[src/rtl/fp_ctrl_pkg.sv]
// Shared definitions for the FP datapath sharing logic: op codes, flag layout,
// canonical NaN and the arbiter FSM encoding.
package fp_ctrl_pkg;

  typedef enum logic [2:0] {
    OP_ADD  = 3'd0,
    OP_SUB  = 3'd1,
    OP_MUL  = 3'd2,
    OP_DIV  = 3'd3,
    OP_SQRT = 3'd4,
    OP_MIN  = 3'd5,
    OP_MAX  = 3'd6,
    OP_RSVD = 3'd7
  } fp_op_e;

  localparam int FLAG_NV = 4;
  localparam int FLAG_DZ = 3;
  localparam int FLAG_OF = 2;
  localparam int FLAG_UF = 1;
  localparam int FLAG_NX = 0;

  localparam logic [31:0] CANON_QNAN = 32'h7FC0_0000;
  localparam logic [4:0]  FLAGS_NV   = 5'(1) << FLAG_NV;

  typedef enum logic [1:0] {
    ST_IDLE  = 2'd0,
    ST_ISSUE = 2'd1,
    ST_WAIT  = 2'd2,
    ST_RESP  = 2'd3
  } fp_state_e;

endpackage

[src/rtl/rr_arbiter2.sv]
// Two-way round-robin grant: on a tie the requester that did not win last
// time gets the grant, otherwise whichever requester is valid.
module rr_arbiter2 (
  input  logic [1:0] i_valid,
  input  logic       i_last_grant,
  output logic       o_grant,
  output logic       o_any
);

  always_comb begin
    o_any = |i_valid;
    if (&i_valid) o_grant = ~i_last_grant;
    else          o_grant = i_valid[1];
  end

endmodule

[src/rtl/fp_op_arbiter.sv]
// Shares one multi-cycle FP unit between two requesters: round-robin accept,
// start/done issue, response routed back to the owner, watchdog to canonical NaN.
module fp_op_arbiter
  import fp_ctrl_pkg::*;
#(
  parameter int WIDTH   = 32,
  parameter int OP_W    = 3,
  parameter int FLAG_W  = 5,
  parameter int TIMEOUT = 64
) (
  input  logic              clk,
  input  logic              rst,

  input  logic              req0_valid,
  output logic              req0_ready,
  input  logic [OP_W-1:0]   req0_op,
  input  logic [WIDTH-1:0]  req0_a,
  input  logic [WIDTH-1:0]  req0_b,

  input  logic              req1_valid,
  output logic              req1_ready,
  input  logic [OP_W-1:0]   req1_op,
  input  logic [WIDTH-1:0]  req1_a,
  input  logic [WIDTH-1:0]  req1_b,

  output logic              rsp0_valid,
  input  logic              rsp0_ready,
  output logic [WIDTH-1:0]  rsp0_result,
  output logic [FLAG_W-1:0] rsp0_flags,

  output logic              rsp1_valid,
  input  logic              rsp1_ready,
  output logic [WIDTH-1:0]  rsp1_result,
  output logic [FLAG_W-1:0] rsp1_flags,

  output logic              fpu_start,
  output logic [OP_W-1:0]   fpu_op,
  output logic [WIDTH-1:0]  fpu_a,
  output logic [WIDTH-1:0]  fpu_b,
  input  logic              fpu_done,
  input  logic [WIDTH-1:0]  fpu_result,
  input  logic [FLAG_W-1:0] fpu_flags,

  output logic              busy,
  output logic              timeout_err
);

  localparam int TW = $clog2(TIMEOUT) + 1;

  fp_state_e         r_state, w_next;
  logic              r_last_grant;
  logic              r_owner;
  logic [OP_W-1:0]   r_op;
  logic [WIDTH-1:0]  r_a, r_b;
  logic [WIDTH-1:0]  r_result;
  logic [FLAG_W-1:0] r_flags;
  logic [TW-1:0]     r_timer;
  logic              r_timeout_err;

  logic              w_grant, w_any, w_accept, w_rsvd, w_rsp_hs, w_timeout;
  logic [OP_W-1:0]   w_sel_op;
  logic [WIDTH-1:0]  w_sel_a, w_sel_b;

  rr_arbiter2 u_arb (
    .i_valid      ({req1_valid, req0_valid}),
    .i_last_grant (r_last_grant),
    .o_grant      (w_grant),
    .o_any        (w_any)
  );

  // Ready is only ever offered in IDLE and is masked while reset is asserted.
  assign w_accept   = (r_state == ST_IDLE) && w_any && !rst;
  assign req0_ready = w_accept && !w_grant;
  assign req1_ready = w_accept &&  w_grant;

  assign w_sel_op = w_grant ? req1_op : req0_op;
  assign w_sel_a  = w_grant ? req1_a  : req0_a;
  assign w_sel_b  = w_grant ? req1_b  : req0_b;
  assign w_rsvd   = (w_sel_op == OP_W'(OP_RSVD));

  assign w_rsp_hs  = (r_state == ST_RESP) && (r_owner ? rsp1_ready : rsp0_ready);
  // A done in the last allowed WAIT cycle still wins over the watchdog.
  assign w_timeout = (r_state == ST_WAIT) && !fpu_done && (r_timer == TW'(TIMEOUT - 1));

  always_comb begin
    w_next = r_state;
    case (r_state)
      ST_IDLE:  if (w_accept) w_next = w_rsvd ? ST_RESP : ST_ISSUE;
      ST_ISSUE: w_next = ST_WAIT;
      ST_WAIT:  if (fpu_done || w_timeout) w_next = ST_RESP;
      ST_RESP:  if (w_rsp_hs) w_next = ST_IDLE;
      default:  w_next = ST_IDLE;
    endcase
  end

  always_ff @(posedge clk) begin
    if (rst) begin
      r_state <= ST_IDLE;
    end else begin
      r_state <= w_next;
    end
  end

  always_ff @(posedge clk) begin
    if (rst) begin
      r_last_grant  <= 1'b1;
      r_owner       <= 1'b0;
      r_op          <= '0;
      r_a           <= '0;
      r_b           <= '0;
      r_result      <= '0;
      r_flags       <= '0;
      r_timer       <= '0;
      r_timeout_err <= 1'b0;
    end else begin
      if (w_accept) begin
        r_owner      <= w_grant;
        r_last_grant <= w_grant;
        r_op         <= w_sel_op;
        r_a          <= w_sel_a;
        r_b          <= w_sel_b;
        if (w_rsvd) begin
          r_result <= WIDTH'(CANON_QNAN);
          r_flags  <= FLAG_W'(FLAGS_NV);
        end
      end

      if (r_state == ST_ISSUE)     r_timer <= '0;
      else if (r_state == ST_WAIT) r_timer <= r_timer + TW'(1);

      // Done is only honoured in WAIT; late or stray pulses fall through.
      if ((r_state == ST_WAIT) && fpu_done) begin
        r_result <= fpu_result;
        r_flags  <= fpu_flags;
      end else if (w_timeout) begin
        r_result      <= WIDTH'(CANON_QNAN);
        r_flags       <= FLAG_W'(FLAGS_NV);
        r_timeout_err <= 1'b1;
      end
    end
  end

  assign fpu_start   = (r_state == ST_ISSUE);
  assign fpu_op      = r_op;
  assign fpu_a       = r_a;
  assign fpu_b       = r_b;

  assign rsp0_valid  = (r_state == ST_RESP) && !r_owner;
  assign rsp1_valid  = (r_state == ST_RESP) &&  r_owner;
  assign rsp0_result = r_result;
  assign rsp1_result = r_result;
  assign rsp0_flags  = r_flags;
  assign rsp1_flags  = r_flags;

  assign busy        = (r_state != ST_IDLE);
  assign timeout_err = r_timeout_err;

endmodule

[config.mk]
export PLATFORM = sky130hd
export DESIGN_NAME = fp_op_arbiter
export DESIGN_NICKNAME = d
export VERILOG_FILES = /design/src/rtl/fp_ctrl_pkg.sv /design/src/rtl/rr_arbiter2.sv /design/src/rtl/fp_op_arbiter.sv
export SDC_FILE = /design/constraint.sdc
export NUM_CORES = 1
export LEC_CHECK = 0
export CAP_MARGIN = 25
export CELL_PAD_IN_SITES_DETAIL_PLACEMENT = 1
export CELL_PAD_IN_SITES_GLOBAL_PLACEMENT = 1
export CORE_MARGIN = 8
export CORE_UTILIZATION = 23
export CTS_CLUSTER_DIAMETER = 50
export DETAILED_ROUTE_END_ITERATION = 7
export PLACE_DENSITY_LB_ADDON = 0.1
export SLEW_MARGIN = 20
export SYNTH_ARGS = -nofsm -noshare
export SYNTH_HDL_FRONTEND = slang
export SYNTH_SLANG_ARGS = --single-unit
[constraint.sdc]
create_clock -name clk -period 2.09 [get_ports clk]
set_clock_uncertainty 0.15 [all_clocks]
set_input_delay 0.418 -clock clk [delete_from_list [all_inputs] [get_ports clk]]
set_output_delay 0.418 -clock clk [all_outputs]
set_load 0.01 [all_outputs]
# Word-level counts from Yosys, hierarchy flattened
# Cells that the tools add are included.
# word_totals
register_bits	116
input_bits	178
out_inout_bits	148
# op_classes
add_sub_neg	1
eq_ne	8
mux	18
bitwise	2
n_reduce_logical	25
# ops
operator	n
$mux 32	6
$mux 5	4
$logic_and 1x1->1	10
$mux 2	4
$pmux 2 s4	1
$add 7x1->7 const B	1
$eq 7x6->1 const B	1
$reduce_and 2->1	3
$reduce_bool 3->1	2
$eq 2x2->1 const B	2
$logic_not 1->1	4
$ne 2x2->1 const B	2
$reduce_or 2->1	2
$eq 3x3->1 const B	1
$mux 3	1
$reduce_and 3->1	1
$eq 2x1->1 const B	1
$logic_not 2->1	1
$mux 1	2
$ne 2x1->1 const B	1
$not 1->1	2
$reduce_bool 2->1	1
$logic_or 1x1->1	1

# Depth between registers and ports, before layout
# Gate-level depths: netlist (run 1).
# depth
word_depth	8
depth_mapped	8
depth_no_buf	6

# Cells and area by module
# Synthesis (run 1) repeated with hierarchy kept, for this count alone.
# unflattened
hier_cells	520
hier_area_um2	5033.6
# by_module_without_submodules
mod	n_inst	cells_each	area_each_um2	seq_area_each_um2
fp_op_arbiter	1	518	5019.8	2322.2
rr_arbiter2	1	2	13.8	0.0

# Least setup slack after synthesis (run 1)
# OpenSTA, ideal clock, no wires.
# synth_path
path_type	register -> output
startpoint	register r_state[0]
endpoint	output req1_ready
t_arrival_ps	1703
setup_slack_ps	-181
path_stages_with_launch	8
path_buffers	2
path_cell_list	dfxtp_1 inv_1 ha_1 inv_2 nor3_2 buf_2 buf_2 and2_1
# synth_between
elab_chain_len	4
# synth_lines
item	line_no	source
from (decl)	fp_op_arbiter.sv:50	fp_state_e r_state, w_next;
from (signal assigned)	fp_op_arbiter.sv:100	r_state <= w_next;
$logic_not 2->1	fp_op_arbiter.sv:72	assign w_accept = (r_state == ST_IDLE) && w_any && !rst;
$logic_and 1x1->1 (2 in series)	fp_op_arbiter.sv:72	
$logic_and 1x1->1	fp_op_arbiter.sv:74	assign req1_ready = w_accept && w_grant;
to (decl)	fp_op_arbiter.sv:21	output logic req1_ready,
# No other way between the ends.

# Final worst setup path (run 1)
# Ends and elaborated chain as after synthesis.

==> flow_summary.yaml, run 1 <==
layout:
  stdcell_count: 1117
  layout_commonest_cell: "clkdlybuf4s50_1"
  syn2layout_area_growth_pct: 83.3
  final_cell_mix: "clkdlybuf4s50_1, dfxtp_1, nor2_1"
  diodes: 0
  nets: 1008
  fin_area_um2: 9270
  post_route_cells_drive_above_1_share_pct: 10.6
global_routing:
  grt.total_usage_pct: 15.8
  antenna_found_initial: 0
  grt_pass1_vias: 5660
  grt_pass1_wl_mm: 32.4
  grt_max_degree: 62
  grt.overflow.total: 0
cts:
  ctsLongestPathBuffers: 2
  worst_skew_pair.late_latency_ns: 0.41
  path_clk_slew_ns: 0.06
  cts_tree: "built"
  cts.sinks: 116
  htree_levels: 4
  root_buffer: "clkbuf_16"
  cts_buffers: 17
hold_path:
  hold_depth: 3
  min_from: "rst"
  hold_class: "in2reg"
worst_setup_path:
  criticalPathCategory: "reg2out"
  critical_path.most_common_cell: "buf_6"
  critPathSlowestCell: "dfxtp_2"
  cp_cell_sequence: "inv_2 > ha_4 > inv_6 > buf_6 > nor3_4 > and2_4 > buf_6"
  start_kind: "flop"
  end_kind: "primary output"
  r2r_cells: 10
  critPathBufInv: 4
  critical_path_depth: 7
  crit_required_ns: 1.52
  r2r-start: "r_state[0]"
  critPathLaunch: "r_state[0]"
  critical_path.max_stage_delay_ns: 0.32
  worstPathMaxFanout: 4
  critPathTopFamily: "buffers and inverters"
  crit_arrival_ns: 1.51
drt:
  wire_per_inst_um: 20.0
  drt_iter0_markers: 121
  drt-pass1-iter-count: 4
  drtAntennaViolNets: 0
  vias_per_cell: 4.52
  drc: 0
  num_vias: 5045
  drt_wl_total_mm: 22.3
placement:
  gp_congestion: 0.799
  portBuffers: 325
  dp_cells: 1076
  place_area_um2: 8470
  dpl.hpwl_mm: 17.1
sta:
  setup_violations: 0
  finalCriticalPeriod_ns: 2.08
  hold_violations: 0
  tightest_slew_ns: 0.593
  relSlewSlack_pct: 60.3
  finalCritPeriodShare_pct: 99.6
  drv_slew: 0
  fmax_mhz: 480
  rsz0062_at_grt: "true"
  hold_slack_ns: 0.239
die:
  core_area_um2: 21700
  die_h_um: 164
  die_w_um: 164
  ioPinCount: 326
  dieArea_um2: 27000
  start_util_pct: 23.3
  fp-row-count: 54
synth:
  synth.top_cell.area_share_pct: 45.9
  synth_area_um2: 5050
  avgSynthCellArea_um2: 9.74
  synthesis.instances: 519
  synth_area_leaders: "dfxtp_1, mux2i_1, a211oi_1"
  synth_seq_cells: 116
  post_synth_num_cell_types: 36
  yosysTopAreaCell: "dfxtp_1"
  ys_warn_count: 0
  synth_flop_cell: "dfxtp_1"
  ys_seq_area_share_pct: 45.9
  synthesis.nets: 703
  synth_edf_count: 0
  async_reset_ff_share_pct: 0
power:
  seqPwrFrac_pct: 31.8
  p_comb_share_pct: 31.1
  switching_share_pct: 29.3
  clockPowerShare_pct: 37.1
  ir_drop_mv: 0.525
  intPower_mw: 5.99
  p_switching_mw: 2.48
  p_leak_nw: 3.47
  design_power_total_mw: 8.47
  p_per_area_nw_per_um2: 914
status:
  status: "finished clean"
run:
  cap_violations: 0
[state kept, by name (all words and copies together), names as in the netlist]
| register | count |
|---|---|
| r_owner | 1 |
| r_last_grant | 1 |
| rsp0_result | 32 |
| timeout_err | 1 |
| r_timer | 7 |
| fpu_b | 32 |
| r_state | 2 |
| rsp0_flags | 5 |
| fpu_a | 32 |
| fpu_op | 3 |
[power groups by stage]
stage / registers (mW) / logic [mW] / clock network, mW
CTS: 2.70 / 2.64 / 3.23
detailed placement: 2.74 / 2.49 / 0
finish: 2.70 / 2.63 / 3.14
floorplan: 2.84 / 0.976 / 0
global route: 2.74 / 2.84 / 3.36
global placement: 2.72 / 2.43 / 0
[final cells by class]
type | count | area [um2]
clock inverters | 14 | 200
well taps | 280 | 350
fillers | 2393 | 12400
repair buffers | 362 | 3630
multi-input cells | 324 | 2310
flip-flops and latches | 116 | 2320
clock buffers | 18 | 439
inverters | 3 | 16.3
[synth_stat cells, types with 2 or more instances]
library cell	number
nand2_1	12
xor2_1	3
o21ai_1	2
buf_6	2
a22o_1	28
a21oi_1	10
nand3_1	3
buf_4	39
clkbuf_1	20
inv_1	2
mux2i_1	66
nand4_1	2
dfxtp_1	116
a32oi_1	5
ha_1	6
nor2_1	93
and2_1	2
a211oi_1	63
or3_1	2
o21ai_0	3
nor2b_1	3
buf_2	14
o21a_1	10
[metrics by stage]
stage	worst slack (ns)	TNS [ns]	utilization, %
4_1_cts	-0.0309	-0.0309	42.6
6_report	0.00816	0	42.7
2_1_floorplan	0.00420	0	-
3_5_place_dp	-0.477	-39.47	39.1
5_1_grt	-0.0728	-0.566	42.7
3_3_place_gp	-0.398	-30.56	39.1
[worst reg2reg max path, stage by stage, from the launching register on]
cell      delay, ns
dfxtp_2        0.32
inv_2          0.07
ha_4           0.17
inv_6          0.05
buf_6          0.11
nor3_4         0.12
buf_4          0.26
a221oi_4       0.12
buf_4          0.17
buf_12         0.14
a22o_1         0.24
[cells by family (layout without fill, tap and decap cells)]
kind of cell / Yosys count / count (layout) / share of synthesized area [%]
fa+ha+maj: 6 / 6 / 1.49
buf+inv: 79 / 397 / 9.41
mux: 66 / 66 / 13.1
simple gates: 122 / 122 / 10.2
xor+xnor: 4 / 4 / 0.693
flops: 116 / 116 / 45.9
compound gates: 126 / 126 / 19.2
[final timing paths]
| kind | to | slack, ns |
|---|---|---|
| setup / recovery | req1_ready | 0.008 |
| hold / removal | fpu_b[0] | 0.24 |
| hold reg to reg | fpu_b[29] | 0.32 |
| setup reg to reg | rsp0_flags[3] | 0.04 |
[routing by layer]
layer  vias to the layer above  share of wire [%]  track usage (%)
li1                       2440                  -                -
met1                      2381                 39             16.3
met2                       203                 50             27.9
met3                        21                 10             7.62
met4                         0                1.6             4.88
met5                         -                  0                0
[what timing repair did]
item,CTS,global route
pin swaps,2,3
gates cloned,2,1
hold buffers,0,0
endpoints found under the setup margin,44,46
resized for setup,29,9
setup buffers,4,2
No activity file was read; power rests on OpenSTA's default activity.
==> inputs of run 2 (changes only) <==
Settings changed: CAP_MARGIN 25 to default, CORE_ASPECT_RATIO from default to 0.6, SLEW_MARGIN 20 to default.
==> run 2 against run 1 <==
Clock power down 7.3%. Largest cell class unchanged. Non-clock buffer count down 3. Critical path depth down 2. Final cell count up 0.18%.
==> flow_summary.yaml, run 2 (same netlist as run 1, synthesis figures left out) <==
status:
  status: "finished clean"
global_routing:
  grt.overflow.total: 0
  grt_pass1_wl_mm: 32.3
  grt_max_degree: 92
  grt_pass1_vias: 5373
  antenna_found_initial: 0
  grt.total_usage_pct: 15.3
worst_setup_path:
  crit_arrival_ns: 1.49
  criticalPathCategory: "reg2out"
  start_kind: "flop"
  critical_path.max_stage_delay_ns: 0.32
  critPathSlowestCell: "dfxtp_2"
  crit_required_ns: 1.52
  critPathBufInv: 3
  worstPathMaxFanout: 4
  critPathTopFamily: "flip-flops"
  cp_cell_sequence: "inv_2 > ha_4 > inv_4 > nor4b_4 > buf_2"
  end_kind: "primary output"
drt:
  wire_per_inst_um: 19.9
  num_vias: 4957
  drtAntennaViolNets: 0
  drt_iter0_markers: 178
  vias_per_cell: 4.43
  drc: 0
  drt-pass1-iter-count: 4
  drt_wl_total_mm: 22.2
die:
  ioPinCount: 326
  dieArea_um2: 27100
  die_h_um: 131
  fp-row-count: 42
  core_area_um2: 21800
  start_util_pct: 23.2
  die_w_um: 207
sta:
  worst_slack_ns: 0.0271
  rsz0062_at_grt: "true"
  relSlewSlack_pct: 49.4
  fmax_mhz: 485
  tightest_slew_ns: 0.759
  hold_violations: 0
  finalCritPeriodShare_pct: 98.7
  setup_violations: 0
  drv_slew: 0
  finalCriticalPeriod_ns: 2.06
  setup-tns-final_ns: 0
cts:
  htree_levels: 4
  ctsLongestPathBuffers: 2
  cts_tree: "built"
  path_clk_slew_ns: 0.05
  cts_buffers: 17
  worst_skew_pair.late_latency_ns: 0.41
  cts.sinks: 116
  root_buffer: "clkbuf_16"
placement:
  gp_congestion: 0.713
  dpl.hpwl_mm: 17.0
  portBuffers: 325
  dp_cells: 1082
  dp_slack_ns: -0.442
layout:
  nFillCells: 2417
  nets: 1005
  stdcell_count: 1119
  syn2layout_area_growth_pct: 82.5
  layout_commonest_cell: "clkdlybuf4s50_1"
  post_route_cells_drive_above_1_share_pct: 10.2
  final_cell_mix: "clkdlybuf4s50_1, dfxtp_1, nor2_1"
  diodes: 0
hold_path:
  hold_class: "reg2reg"
power:
  p_per_area_nw_per_um2: 889
  p_leak_nw: 3.44
  ir_drop_mv: 0.513
  design_power_total_mw: 8.20
run:
  cap_violations: 0
run 2: cell count changes in the layout (fill, tap and decap cells not counted), moves of 2 or more:
cell             delta
clkinv_2            +5
buf_4               -4
inv_6               -4
clkbuf_8            +3
clkinv_4            -3
bufinv_16           -2
clkbuf_16           +2
clkdlybuf4s15_2     +2
run 2: final timing paths:
kind / start / end / slack (ns) / depth (start not counted)
worst max-delay path: r_state[0] / req0_ready / 0.03 / 5
worst min-delay path: fpu_b[14] / fpu_b[14] / 0.31 / 2
worst max register to register: r_last_grant / rsp0_flags[1] / 0.15 / 8
worst min register to register: fpu_b[14] / fpu_b[14] / 0.31 / 2
run 2: area by class of cell:
| cell class | instances | area, um2 | share of cell area [%] |
|---|---|---|---|
| Multi-Input combinational cell | 324 | 2310 | 25.1 |
| Clock buffer | 21 | 480 | 5.21 |
| Inverter | 3 | 13.8 | 0.149 |
| Tap cell | 286 | 358 | 3.88 |
| Sequential cell | 116 | 2320 | 25.2 |
| Timing Repair Buffer | 359 | 3630 | 39.4 |
| Clock inverter | 10 | 105 | 1.14 |
run 2: timing repair:
action / 4_1_cts / 5_1_grt
resized for setup: 25 / 9
cloned: 0 / 3
setup buffers: 0 / 3
pin swaps: 1 / 3
hold buffers: 0 / 0
setup endpoints to repair: 11 / 84
run 2: where the power goes:
part           switching [mW]  leakage [nW]  total [mW]  internal, mW
clock                    1.05         0.290        2.91          1.86
combinational            1.17          2.20        2.59          1.42
sequential              0.179         0.950        2.69          2.52
run 2: metal layers:
metal / up-vias / part of all wire (%) / track usage (%)
met1: 2394 / 45 / 18.2
met4: 0 / 0.98 / 4.56
met3: 14 / 4.6 / 4.60
li1: 2426 / - / -
met2: 123 / 50 / 26.7
met5: - / 0 / 0
run 2: worst min-delay path: cells and delay by family, from the launching register on:
kind	cells	cell delay [ns]
DFF	1	0.31
and+or+nand+nor	1	0.05
AOI/OAI and AO/OA	1	0.05
run 2: stage by stage:
step	util [%]	hold slack [ns]	instance area, um2
6_report	42.3	0.311	9220
5_1_grt	42.3	0.333	9220
4_1_cts	41.7	0.313	9080
3_5_place_dp	38.9	0.300	8480
3_3_place_gp	38.9	0.291	8480
2_1_floorplan	-	0.303	5070
